==> src/rtl/mc_pkg.sv <==
// Shared encodings for the multicycle RV32I control unit: FSM states, opcodes,
// ALU operation codes and the decode bundle passed from mc_decode to the FSM.
package mc_pkg;

    localparam int unsigned XLEN   = 32;
    localparam int unsigned OPC_W  = 7;
    localparam int unsigned F3_W   = 3;
    localparam int unsigned ALU_W  = 4;
    localparam int unsigned STATE_W = 3;

    typedef enum logic [STATE_W-1:0] {
        ST_IF   = 3'd0,
        ST_ID   = 3'd1,
        ST_EX   = 3'd2,
        ST_MEM  = 3'd3,
        ST_WB   = 3'd4,
        ST_HALT = 3'd7
    } state_t;

    localparam logic [OPC_W-1:0] OP_R    = 7'b0110011;
    localparam logic [OPC_W-1:0] OP_I    = 7'b0010011;
    localparam logic [OPC_W-1:0] OP_LW   = 7'b0000011;
    localparam logic [OPC_W-1:0] OP_SW   = 7'b0100011;
    localparam logic [OPC_W-1:0] OP_BEQ  = 7'b1100011;
    localparam logic [XLEN-1:0]  EBREAK  = 32'h0010_0073;

    localparam logic [F3_W-1:0]  F3_WORD = 3'b010;
    localparam logic [F3_W-1:0]  F3_BEQ  = 3'b000;

    localparam logic [ALU_W-1:0] ALU_AND = 4'b0000;
    localparam logic [ALU_W-1:0] ALU_OR  = 4'b0001;
    localparam logic [ALU_W-1:0] ALU_ADD = 4'b0010;
    localparam logic [ALU_W-1:0] ALU_SUB = 4'b0110;
    localparam logic [ALU_W-1:0] ALU_SLT = 4'b0111;
    localparam logic [ALU_W-1:0] ALU_SRL = 4'b1000;
    localparam logic [ALU_W-1:0] ALU_SLL = 4'b1001;
    localparam logic [ALU_W-1:0] ALU_SRA = 4'b1010;
    localparam logic [ALU_W-1:0] ALU_XOR = 4'b1101;

    typedef struct packed {
        logic             is_r;
        logic             is_i;
        logic             is_lw;
        logic             is_sw;
        logic             is_beq;
        logic             illegal;
        logic             alu_src;
        logic [ALU_W-1:0] alu_ctrl;
    } dec_t;

endpackage

==> src/rtl/mc_decode.sv <==
// Combinational decode of opcode/funct3/funct7[5] into instruction class flags,
// ALU operation and operand-B select; anything unsupported raises illegal.
module mc_decode
    import mc_pkg::*;
(
    input  logic [OPC_W-1:0] i_opcode,
    input  logic [F3_W-1:0]  i_funct3,
    input  logic             i_funct7b5,
    output dec_t             o_dec_c
);

    always_comb begin
        o_dec_c          = '0;
        o_dec_c.alu_ctrl = ALU_ADD;
        case (i_opcode)
            OP_R, OP_I: begin
                o_dec_c.is_r    = (i_opcode == OP_R);
                o_dec_c.is_i    = (i_opcode == OP_I);
                o_dec_c.alu_src = (i_opcode == OP_I);
                case (i_funct3)
                    3'b000: o_dec_c.alu_ctrl = ((i_opcode == OP_R) && i_funct7b5) ? ALU_SUB : ALU_ADD;
                    3'b111: o_dec_c.alu_ctrl = ALU_AND;
                    3'b110: o_dec_c.alu_ctrl = ALU_OR;
                    3'b100: o_dec_c.alu_ctrl = ALU_XOR;
                    3'b010: o_dec_c.alu_ctrl = ALU_SLT;
                    3'b001: o_dec_c.alu_ctrl = ALU_SLL;
                    3'b101: o_dec_c.alu_ctrl = i_funct7b5 ? ALU_SRA : ALU_SRL;
                    default: o_dec_c.illegal = 1'b1;
                endcase
            end
            OP_LW: begin
                o_dec_c.is_lw   = 1'b1;
                o_dec_c.alu_src = 1'b1;
                o_dec_c.illegal = (i_funct3 != F3_WORD);
            end
            OP_SW: begin
                o_dec_c.is_sw   = 1'b1;
                o_dec_c.alu_src = 1'b1;
                o_dec_c.illegal = (i_funct3 != F3_WORD);
            end
            OP_BEQ: begin
                o_dec_c.is_beq   = 1'b1;
                o_dec_c.alu_ctrl = ALU_SUB;
                o_dec_c.illegal  = (i_funct3 != F3_BEQ);
            end
            default: o_dec_c.illegal = 1'b1;
        endcase
    end

endmodule

==> src/rtl/mc_control_fsm.sv <==
// Multicycle IF/ID/EX/MEM/WB control unit for the RV32I core. All datapath and
// memory strobes are registered Moore outputs of the state they belong to.
module mc_control_fsm
    import mc_pkg::*;
#(
    parameter int unsigned RETIRE_W = 32
) (
    input  logic                clk,
    input  logic                rst,
    input  logic [XLEN-1:0]     instr,
    input  logic                Zero,
    output logic                ALUSrc,
    output logic [ALU_W-1:0]    ALUCtrl,
    output logic                MemRead,
    output logic                MemWrite,
    output logic                MemToReg,
    output logic                RegWrite,
    output logic                loadPC,
    output logic                PCSrc,
    output logic                halted,
    output logic [STATE_W-1:0]  state,
    output logic [RETIRE_W-1:0] retired
);

    state_t              r_state;
    logic [OPC_W-1:0]    r_opcode;
    logic [F3_W-1:0]     r_funct3;
    logic                r_funct7b5;
    logic                r_ebreak;
    logic                r_branch_taken;
    logic                r_alu_src;
    logic [ALU_W-1:0]    r_alu_ctrl;
    logic                r_mem_read;
    logic                r_mem_write;
    logic                r_mem_to_reg;
    logic                r_reg_write;
    logic                r_load_pc;
    logic                r_pc_src;
    logic                r_halted;
    logic [RETIRE_W-1:0] r_retired;

    logic [OPC_W-1:0]    w_opcode;
    logic [F3_W-1:0]     w_funct3;
    logic                w_funct7b5;
    logic                w_halt;
    dec_t                w_dec;

    // During ID the decoder looks at the fields about to be latched so the EX
    // outputs can be registered on the same edge; afterwards only the latch counts.
    assign w_opcode   = (r_state == ST_ID) ? instr[6:0]   : r_opcode;
    assign w_funct3   = (r_state == ST_ID) ? instr[14:12] : r_funct3;
    assign w_funct7b5 = (r_state == ST_ID) ? instr[30]    : r_funct7b5;
    assign w_halt     = w_dec.illegal | r_ebreak;

    mc_decode u_decode (
        .i_opcode   (w_opcode),
        .i_funct3   (w_funct3),
        .i_funct7b5 (w_funct7b5),
        .o_dec_c    (w_dec)
    );

    always_ff @(posedge clk or negedge rst) begin
        if (!rst) begin
            r_state        <= ST_IF;
            r_opcode       <= OP_I;
            r_funct3       <= 3'b000;
            r_funct7b5     <= 1'b0;
            r_ebreak       <= 1'b0;
            r_branch_taken <= 1'b0;
            r_alu_src      <= 1'b0;
            r_alu_ctrl     <= ALU_ADD;
            r_mem_read     <= 1'b0;
            r_mem_write    <= 1'b0;
            r_mem_to_reg   <= 1'b0;
            r_reg_write    <= 1'b0;
            r_load_pc      <= 1'b0;
            r_pc_src       <= 1'b0;
            r_halted       <= 1'b0;
            r_retired      <= '0;
        end else begin
            case (r_state)
                ST_IF: r_state <= ST_ID;
                ST_ID: begin
                    r_opcode   <= instr[6:0];
                    r_funct3   <= instr[14:12];
                    r_funct7b5 <= instr[30];
                    r_ebreak   <= (instr == EBREAK);
                    r_alu_ctrl <= w_dec.alu_ctrl;
                    r_alu_src  <= w_dec.alu_src;
                    r_state    <= ST_EX;
                end
                ST_EX: begin
                    if (w_halt) begin
                        r_state    <= ST_HALT;
                        r_halted   <= 1'b1;
                        r_alu_src  <= 1'b0;
                        r_alu_ctrl <= ALU_ADD;
                    end else begin
                        r_state        <= ST_MEM;
                        r_branch_taken <= w_dec.is_beq & Zero;
                        r_mem_read     <= w_dec.is_lw;
                        r_mem_write    <= w_dec.is_sw;
                    end
                end
                ST_MEM: begin
                    r_state      <= ST_WB;
                    r_mem_read   <= 1'b0;
                    r_mem_write  <= 1'b0;
                    r_reg_write  <= w_dec.is_r | w_dec.is_i | w_dec.is_lw;
                    r_mem_to_reg <= w_dec.is_lw;
                    r_load_pc    <= 1'b1;
                    r_pc_src     <= r_branch_taken;
                end
                ST_WB: begin
                    r_state        <= ST_IF;
                    r_reg_write    <= 1'b0;
                    r_mem_to_reg   <= 1'b0;
                    r_load_pc      <= 1'b0;
                    r_pc_src       <= 1'b0;
                    r_branch_taken <= 1'b0;
                    r_alu_src      <= 1'b0;
                    r_alu_ctrl     <= ALU_ADD;
                    r_retired      <= r_retired + RETIRE_W'(1);
                end
                ST_HALT: r_state <= ST_HALT;
                default: r_state <= ST_IF;
            endcase
        end
    end

    assign ALUSrc   = r_alu_src;
    assign ALUCtrl  = r_alu_ctrl;
    assign MemRead  = r_mem_read;
    assign MemWrite = r_mem_write;
    assign MemToReg = r_mem_to_reg;
    assign RegWrite = r_reg_write;
    assign loadPC   = r_load_pc;
    assign PCSrc    = r_pc_src;
    assign halted   = r_halted;
    assign state    = r_state;
    assign retired  = r_retired;

endmodule
==> config.mk <==
export PLATFORM = sky130hd
export DESIGN_NAME = mc_control_fsm
export DESIGN_NICKNAME = d
export VERILOG_FILES = /design/src/rtl/mc_pkg.sv /design/src/rtl/mc_decode.sv /design/src/rtl/mc_control_fsm.sv
export SDC_FILE = /design/constraint.sdc
export NUM_CORES = 1
export LEC_CHECK = 0
export CORE_MARGIN = 2
export CORE_UTILIZATION = 51
export DETAILED_ROUTE_END_ITERATION = 6
export PLACE_DENSITY = 0.85
export SLEW_MARGIN = 10
export SYNTH_ARGS = -nofsm -noshare
export SYNTH_HDL_FRONTEND = slang
export SYNTH_HIERARCHICAL = 1
export SYNTH_SLANG_ARGS = --single-unit
==> constraint.sdc <==
create_clock -name clk -period 5.38 [get_ports clk]
set_clock_uncertainty 0.15 [all_clocks]
set_input_delay 1.076 -clock clk [delete_from_list [all_inputs] [get_ports clk]]
set_output_delay 1.076 -clock clk [all_outputs]
set_load 0.02 [all_outputs]
Word level (Yosys, flattened, before mapping). Index checks and enable logic that the tools add are counted.

Register bits: 60. Bits of input ports: 35. Logic and storage cells: 86.

Add/sub/neg operators: 1. Equal/unequal tests: 20. Muxes and demuxes: 30. Bitwise gates (word level): 4. Reduce and logical (&&, ||, !) cells: 15.

Operators by type and width (count): $add 32x1->32 const B (1); $eq 32x21->1 const B (1); $pmux 4 s7 (1); $eq 3x3->1 const B (6); $pmux 1 s2 (8); $pmux 3 s5 (1); $eq 7x6->1 const B (2); $pmux 4 s3 (1); $eq 3x2->1 const B (3); $mux 1 (9); $mux 3 (3); $pmux 4 s2 (1); $reduce_and 2->1 (4); $eq 7x2->1 const B (1); $eq 7x5->1 const B (1); $eq 7x7->1 const B (1); $mux 7 (1); $reduce_or 7->1 (1); $eq 3x1->1 const B (2); $logic_not 3->1 (2); $pmux 1 s3 (2); $reduce_bool 2->1 (3); $reduce_bool 3->1 (2); $mux 2 (2); 7 further kinds (11).

Depth between registers and ports, before layout. Gate-level depths: netlist of the first run.

Depth after elaboration: 9. Mapped depth: 13.

Cells and area by module. The synthesis of the first run kept the hierarchy.

Modules (own cells, without submodules): mc_control_fsm (times used 1, cells each 260, area each 2702.6 um2); mc_decode (times used 1, cells each 30, area each 215.2 um2).

Worst setup path before layout of the first run. No wires, ideal clock.

Kind: register to register. Start point: register r_state[0], in the netlist state[0]. End point: register r_branch_taken. Library setup time: 0.127 ns. Data arrival time: 2.756 ns. Required time: 5.103 ns. Slack: 2.347 ns. Cell stages (with the launch flop): 14. Buffers on the path: 3. Clock period less this slack: 3.033 ns. Cells stage by stage: dfrtp_1 -> buf_6 -> inv_1 -> nor3_1 -> clkbuf_1 -> nand2_1 -> nand2_1 -> buf_2 -> nor4b_1 -> o31ai_1 -> or2_1 -> o21a_1 -> o31ai_1 -> nand2_1.

RTL lines: from (decl) (RTL line mc_control_fsm.sv:25) `state_t r_state;`; from (signal assigned) (RTL line mc_control_fsm.sv:64) `r_state <= ST_IF;`; from (signal assigned) (RTL line mc_control_fsm.sv:82) `ST_IF: r_state <= ST_ID;`; from (signal assigned) (RTL line mc_control_fsm.sv:90) `r_state <= ST_EX;`; to (signal assigned) (RTL line mc_control_fsm.sv:100) `r_branch_taken <= w_dec.is_beq & Zero;`; to (decl) (RTL line mc_control_fsm.sv:30) `logic r_branch_taken;`.

==> reports/results.tsv, run 1 <==
stage	metric	value	unit
status	status	finished, final reports clean	
logic_synthesis	Seq/Total Area, Yosys	0.5163	
global_routing	Global Route Usage Sum	0.2385	
clocking	# hold bufs at CTS	0	
logic_synthesis	Mean Syn Cell Area	10.06	µm²
detailed_routing	drt drc	0	
logic_synthesis	main combinational cell family by area after synthesis	simple AND/OR/NAND/NOR gates	
layout	sequential standard cell area	1506	µm²
place	Port Buffers	81	
logic_synthesis	Synth area leader	dfrtp_1	
layout	Finished Core Util	0.7223	
critical_path	Critical Path Start Type	flop	
clocking	CTS root buffer	clkbuf_8	
logic_synthesis	Post-synth EDFFs	0	
critical_path	R2R depth	12	
layout	post-route cell area	3978	µm²
detailed_routing	DR WL/cell	15.54	µm
pwr	P per Cell Area	415.1	nW/µm²
place	placed insts	437	
critical_path	CP Data Required Time	5.50	ns
global_routing	M2 GR Usage	0.4084	
layout	area grow syn2layout	36.32	%
sta	Final Cycle Share	0.5978	
detailed_routing	total wire length	7.038	mm
logic_synthesis	Post-Syn Nets	326	
floorplanning	Starting Density	0.5299	
logic_synthesis	YS warnings	6	
sta	relative slew slack	0.4279	
critical_path	Critical Path AT	3.34	ns
detailed_routing	DRT Pass-1 Iters	4	
detailed_routing	post-route ant nets	0	
sta	RSZ-0062 raised after global routing	false	
logic_synthesis	synth top area cells	dfrtp_1 (48%), xnor2_1 (6.6%), nand2_1 (6.6%), nand4_1 (3.9%), dfstp_2 (3.6%)	
sta	Final Hold Fails	0	
floorplanning	Vert. Die Dim	79.64	µm
clocking	clk buf depth	2	
global_routing	vias in the first global route	2562	
logic_synthesis	Syn Std Cell Area	2918	µm²
layout	ANT cells	0	
critical_path	CP Class	flop to flop	
pwr	leakage	0.001704	µW
detailed_routing	via count	2591	
global_routing	total gr overflow	0	
global_routing	busiest grt layer	met2	
clocking	setup bufs post-CTS	0	
logic_synthesis	XOR/XNOR Fraction of Synth Area	0.09605	
flow_run	max_cap viols	0	
global_routing	first-pass GRT wire length	11.77	mm
layout	Fillers	410	
clocking	clk sinks	60	
layout	Layout Cells excl Fill	453	
floorplanning	chip width	79.64	µm
floorplanning	Rows	27	
logic_synthesis	Synth Instances	290	
sta	post-route minimum period	3.216	ns
sta	Final setup viols	0	
layout	share of post-route cells with drive strength above 1	0.07612	
floorplanning	Core Area	5507	µm²
sta	FMAX	311.0	MHz
floorplanning	io pins	82	
logic_synthesis	Yosys cell types	45	
global_routing	pin count of the biggest net entering global routing	61	
sta	Total Neg Setup Slack	0	ns
layout	area of the multi-input gates	1354	µm²
critical_path	r2r startpoint	state[0]	
place	placer congestion estimate	0.8546	
critical_path	flop-to-flop setup slack	2.16	ns
sta	Worst-Margin Slew	0.8563	ns
critical_path	crit path cell chain	inv_1, nor3_1, buf_4, nand2_1, nand2_1, nand3b_1, nor4_1, o31ai_1, nor2_1, o21ai_0, a21oi_1, a22o_1	
critical_path	CP top delay family	simple AND/OR/NAND/NOR gates	
sta	Hold WS	0.3224	ns
critical_path	reg2reg end	ALUCtrl[0]	
logic_synthesis	multiplexer share of the synthesized area	0.003859	
clocking	CTS tree	done	
logic_synthesis	Post-synth top flop	dfrtp_1	
worst_hold_path	Hold Startpoint	retired[31]	
critical_path	Crit Path Max Fanout	19	
critical_path	Worst path max stage delay	0.70	ns
clocking	clk_lat worst skew	0.33	ns
layout	Final nets	412	
detailed_routing	1st-iter DRT viols	211	
global_routing	GR Layer Usage met1	0.2974	
logic_synthesis	Compound-Gate Fraction of Synth Area	0.07804	
clocking	cts repair resizes	0	
global_routing	initial antenna violation count	0	
worst_hold_path	hold crit path type	flop to flop	
logic_synthesis	FFs w/ async S/R, synth	1.000	
place	DP HPWL	4.984	mm
critical_path	Critical path buffers and inverters	2	
clocking	Clock transition at path regs	0.07	ns
place	DP Area	3790	µm²
global_routing	M3 GR Usage	0.05656	
detailed_routing	Vias/cell	5.720	
logic_synthesis	Post-Synth Simple-Gate Area	0.2817	
sta	Final Slew Violations	0	
pwr	Worst VDD drop	268.4	µV
critical_path	Crit-path slowest cell	dfrtp_1	
floorplanning	Die Footprint	6343	µm²
clocking	Num CTS Buffers	9	
worst_hold_path	hold worst-path end	retired[31]	
critical_path	crit end category	flop	
clocking	H-tree levels	3	
logic_synthesis	post-synth top area share	0.4803	
worst_hold_path	Hold Path Stages	1	
critical_path	Top cell by count, worst path	nand2_1	
logic_synthesis	synthesized-area fraction occupied by adder cells	0.004288	
logic_synthesis	FF+latch count, synth	60	
## synth_stat cells (2+ instances only)
library cell  instances
and4_1                3
nand2b_1              4
o22ai_1               2
xor2_1               10
nand4_1              18
and4bb_2              2
nand3_1              10
nor3_1                8
o31ai_1               3
o21ai_0               6
and3_1                6
and2_1                4
nor3b_1               2
inv_1                 5
a22o_1                4
clkbuf_1              6
nand4b_1              2
nor4_1                6
dfrtp_1              56
xnor2_1              22
a22oi_1               2
dfstp_2               4
nor4b_1               5
nor2_1               20
a21oi_1               8
nand2_1              51
o21a_1                2
or2_1                 2
## placed cells by master (no fill, tap or decap), types with 2 or more instances in the layout
cell / instances
clkdlybuf4s50_1: 80
dfrtp_1: 56
nand2_1: 51
xnor2_1: 22
nor2_1: 20
nand4_1: 18
nand3_1: 10
xor2_1: 10
clkbuf_8: 10
nor3_1: 8
a21oi_1: 8
o21ai_0: 6
nor4_1: 6
and3_1: 6
inv_1: 5
nor4b_1: 5
dfstp_2: 4
nand2b_1: 4
a22o_1: 4
and2_1: 4
clkbuf_1: 4
o31ai_1: 3
and4_1: 3
o21a_1: 2
nor3b_1: 2
or2_1: 2
a22oi_1: 2
o22ai_1: 2
and4bb_2: 2
nand4b_1: 2
buf_4: 2
## per-stage QoR
| step | setup WS, ns | power (µW) |
|---|---|---|
| finish | 2.164 | 1651 |
| global route | 1.847 | 1750 |
| CTS | 2.172 | 1653 |
| detailed placement | 2.074 | 1249 |
| global placement | 2.181 | 1225 |
| floorplan | 2.347 | 1039 |
## where the power goes
part	leakage, µW	internal, µW	total (µW)	switching [µW]
Combinational	0.000826	253	615	361
Sequential	0.000784	547	640	93.4
Clock	0.0000947	227	396	169
Total	0.00170	1030	1650	624
## per-layer routing
metal | vias up | part of all wire
li1 | 1213 | -
met5 | - | 0
met1 | 1285 | 0.41
met4 | 0 | 0.014
met3 | 11 | 0.047
met2 | 82 | 0.53
## worst max path at each step
stage                     startpoint        endpoint  depth (start not counted)
after global placement      instr[5]  r_branch_taken                         10
after floorplan             state[0]  r_branch_taken                         13
after detailed placement    instr[5]  r_branch_taken                         10
final                       state[0]      ALUCtrl[0]                         12
after global routing        state[0]      ALUCtrl[0]                         12
after CTS                   state[0]      ALUCtrl[0]                         12
## layout make-up
type	count	share of cell area
flip-flops and latches	60	0.3787
multi-input cells	217	0.3404
repair buffers	83	0.2064
clock buffers	14	0.03838
well taps	72	0.02265
clock inverters	2	0.008808
inverters	5	0.004718
## registers in the layout, summed over array words and instances, names as in the netlist
signal          cells
MemRead             1
halted              1
r_ebreak            1
PCSrc               1
r_funct3            3
r_funct7b5          1
RegWrite            1
ALUSrc              1
state               3
retired            32
r_opcode            7
r_branch_taken      1
MemToReg            1
MemWrite            1
loadPC              1
ALUCtrl             4
## kinds of logic after synthesis
kind of cell,count (synthesis)
buf+inv,13
xor+xnor,32
flops,60
mux,1
fa+ha+maj,1
simple gates,150
compound gates,33
## worst register-to-register path, stage by stage, from the launching register on
cell	delay [ns]
dfrtp_1	0.70
inv_1	0.19
nor3_1	0.25
buf_4	0.25
nand2_1	0.08
nand2_1	0.19
nand3b_1	0.18
nor4_1	0.21
o31ai_1	0.12
nor2_1	0.14
o21ai_0	0.11
a21oi_1	0.38
a22o_1	0.20
Note: power is estimated with default switching activity, not from simulation.
==> run 2: changes to the inputs <==
--- a/config.mk
+++ b/config.mk
@@ -6,9 +6,9 @@
 export NUM_CORES = 1
 export LEC_CHECK = 0
 export CORE_MARGIN = 2
-export CORE_UTILIZATION = 51
+export CORE_UTILIZATION = 48
 export DETAILED_ROUTE_END_ITERATION = 6
-export PLACE_DENSITY = 0.85
+export PLACE_DENSITY = 0.81
 export SLEW_MARGIN = 10
 export SYNTH_ARGS = -nofsm -noshare
 export SYNTH_HDL_FRONTEND = slang
==> constraint.sdc (replaced) <==
create_clock -name clk -period 3.28 [get_ports clk]
set_clock_uncertainty 0.15 [all_clocks]
set_input_delay 0.656 -clock clk [delete_from_list [all_inputs] [get_ports clk]]
set_output_delay 0.656 -clock clk [all_outputs]
set_load 0.02 [all_outputs]
==> reports/results.tsv, run 2 (synthesis gave the netlist of run 1 again) <==
stage	metric	value	unit
clocking	clk sinks	60	
detailed_routing	drt drc	0	
floorplanning	chip width	81.97	µm
critical_path	Critical Path AT	3.09	ns
layout	area of the multi-input gates	1354	µm²
global_routing	initial antenna violation count	0	
layout	Final nets	414	
floorplanning	Vert. Die Dim	81.97	µm
detailed_routing	Vias/cell	5.576	
layout	ANT cells	0	
layout	share of post-route cells with drive strength above 1	0.08877	
sta	Final Slew Violations	0	
status	status	finished, final reports clean	
worst_hold_path	hold crit path type	input pin to asynchronous set/reset pin	
sta	Total Neg Setup Slack	0	ns
detailed_routing	DR WL/cell	14.60	µm
sta	post-route setup slack	0.3131	ns
critical_path	CP Data Required Time	3.41	ns
layout	max reg flops	32	
pwr	power share of the clock group	0.283	
layout	most frequent cells in the layout	clkdlybuf4s50_1 (80), dfrtp_1 (56), nand2_1 (51)	
place	placer congestion estimate	0.9155	
pwr	Net Sw Frac	0.3538	
floorplanning	Starting Density	0.4957	
sta	Worst-Margin Slew	0.8461	ns
critical_path	crit end category	flop	
sta	post-route minimum period	2.967	ns
clocking	clk_lat worst skew	0.34	ns
floorplanning	Die Footprint	6718	µm²
critical_path	Crit Path Max Fanout	14	
global_routing	vias in the first global route	2411	
layout	area grow syn2layout	39.97	%
sta	Final Cycle Share	0.9046	
clocking	cts repair resizes	0	
critical_path	crit path cell chain	nor2_1, nand2_1, nand2_1, nand2_1, nand3b_1, nor4_1, o31ai_1, nor2_1, o21ai_0, a21oi_1, a22o_1	
critical_path	Critical Path Start Type	flop	
pwr	Int Power	1890	µW
critical_path	CP Class	flop to flop	
detailed_routing	post-route ant nets	0	
place	Port Buffers	81	
sta	Final Hold Fails	0	
detailed_routing	via count	2554	
sta	Final setup viols	0	
clocking	setup bufs post-CTS	0	
critical_path	Top cell by count, worst path	nand2_1	
flow_run	max_cap viols	0	
clocking	Clock transition at path regs	0.06	ns
clocking	CTS tree	done	
detailed_routing	total wire length	6.688	mm
sta	relative slew slack	0.4307	
critical_path	Crit-path slowest cell	dfrtp_1	
sta	FMAX	337.0	MHz
pwr	P per Cell Area	716.1	nW/µm²
pwr	NetSw	1035	µW
clocking	CTS root buffer	clkbuf_8	
clocking	clk buf depth	2	
pwr	Seq pwr share	0.346	
floorplanning	Rows	28	
layout	most common cell after layout, fill and taps aside	clkdlybuf4s50_1	
pwr	leakage	0.001754	µW
place	DP HPWL	4.844	mm
place	DP Worst Slack	0.4120	ns
detailed_routing	DRT Pass-1 Iters	4	
global_routing	total gr overflow	0	
pwr	Comb pwr share	0.371	
floorplanning	Core Area	5886	µm²
layout	Fillers	444	
floorplanning	io pins	82	
sta	RSZ-0062 raised after global routing	false	
clocking	# hold bufs at CTS	0	
clocking	Num CTS Buffers	9	
critical_path	Worst path max stage delay	0.49	ns
layout	sequential standard cell area	1506	µm²
clocking	H-tree levels	3	
global_routing	Global Route Usage Sum	0.2238	
pwr	Worst VDD drop	442.2	µV
global_routing	pin count of the biggest net entering global routing	61	
global_routing	first-pass GRT wire length	11.31	mm
detailed_routing	1st-iter DRT viols	172	
-- run 2: cell types whose count changed in the layout (fill, tap and decap cells not counted) --
cell / previous run / this run
bufinv_16: 1 / 3
clkbuf_1: 4 / 1
buf_12: 0 / 2
clkbuf_8: 10 / 11
-- run 2: worst max-delay path, delay by kind of cell (launching register included) --
kind	cells	cell delay (ns)
AND/OR/NAND/NOR	7	1.50
AO/OA/AOI/OAI	4	0.77
flip-flops	1	0.49
-- run 2: worst paths after layout --
path	end	cells past startpoint	from	slack [ns]
worst max-delay path	ALUSrc	11	state[2]	0.31
worst min-delay path	retired[7]	2	rst	0.15
worst max register to register	ALUSrc	11	state[2]	0.31
worst min register to register	retired[31]	1	retired[31]	0.31
max in group asynchronous	r_opcode[0]	2	rst	2.50
min in group clk	retired[31]	1	retired[31]	0.31
-- run 2: through the flow --
stage	power (µW)	utilization	instance area (µm²)	hold WS [ns]	instances
6_report	2925	0.6939	4084	0.1498	458
5_1_grt	3114	0.6939	4084	0.1709	458
4_1_cts	2935	0.6939	4084	0.1643	458
3_5_place_dp	2086	0.6514	3834	0.3117	442
3_3_place_gp	2062	0.6514	3834	0.3007	442
2_1_floorplan	1704	-	2918	0.2104	290
-- run 2: area by class of cell --
class / instances / area share
clock inverters: 4 / 0.02328
well taps: 75 / 0.02298
inverters: 5 / 0.004596
flip-flops and latches: 60 / 0.3689
repair buffers: 85 / 0.2108
clock buffers: 12 / 0.03799
multi-input cells: 217 / 0.3315
-- run 2: per-layer routing --
metal  wire, µm  track usage  share of wire  up-vias
met4        114      0.06167          0.017        0
met3        584      0.07033          0.087       16
li1           -            -              -     1211
met1       2915       0.3024           0.44     1194
met5          0            0              0        -
met2       3074       0.3488           0.46      133
-- run 2: power by group through the flow --
stage / Combinational [µW] / Clock (µW) / Sequential (µW)
2_1_floorplan: 625 / 0 / 1080
3_3_place_gp: 1040 / 0 / 1020
4_1_cts: 1080 / 844 / 1010
3_5_place_dp: 1070 / 0 / 1020
6_report: 1080 / 827 / 1010
5_1_grt: 1190 / 886 / 1040
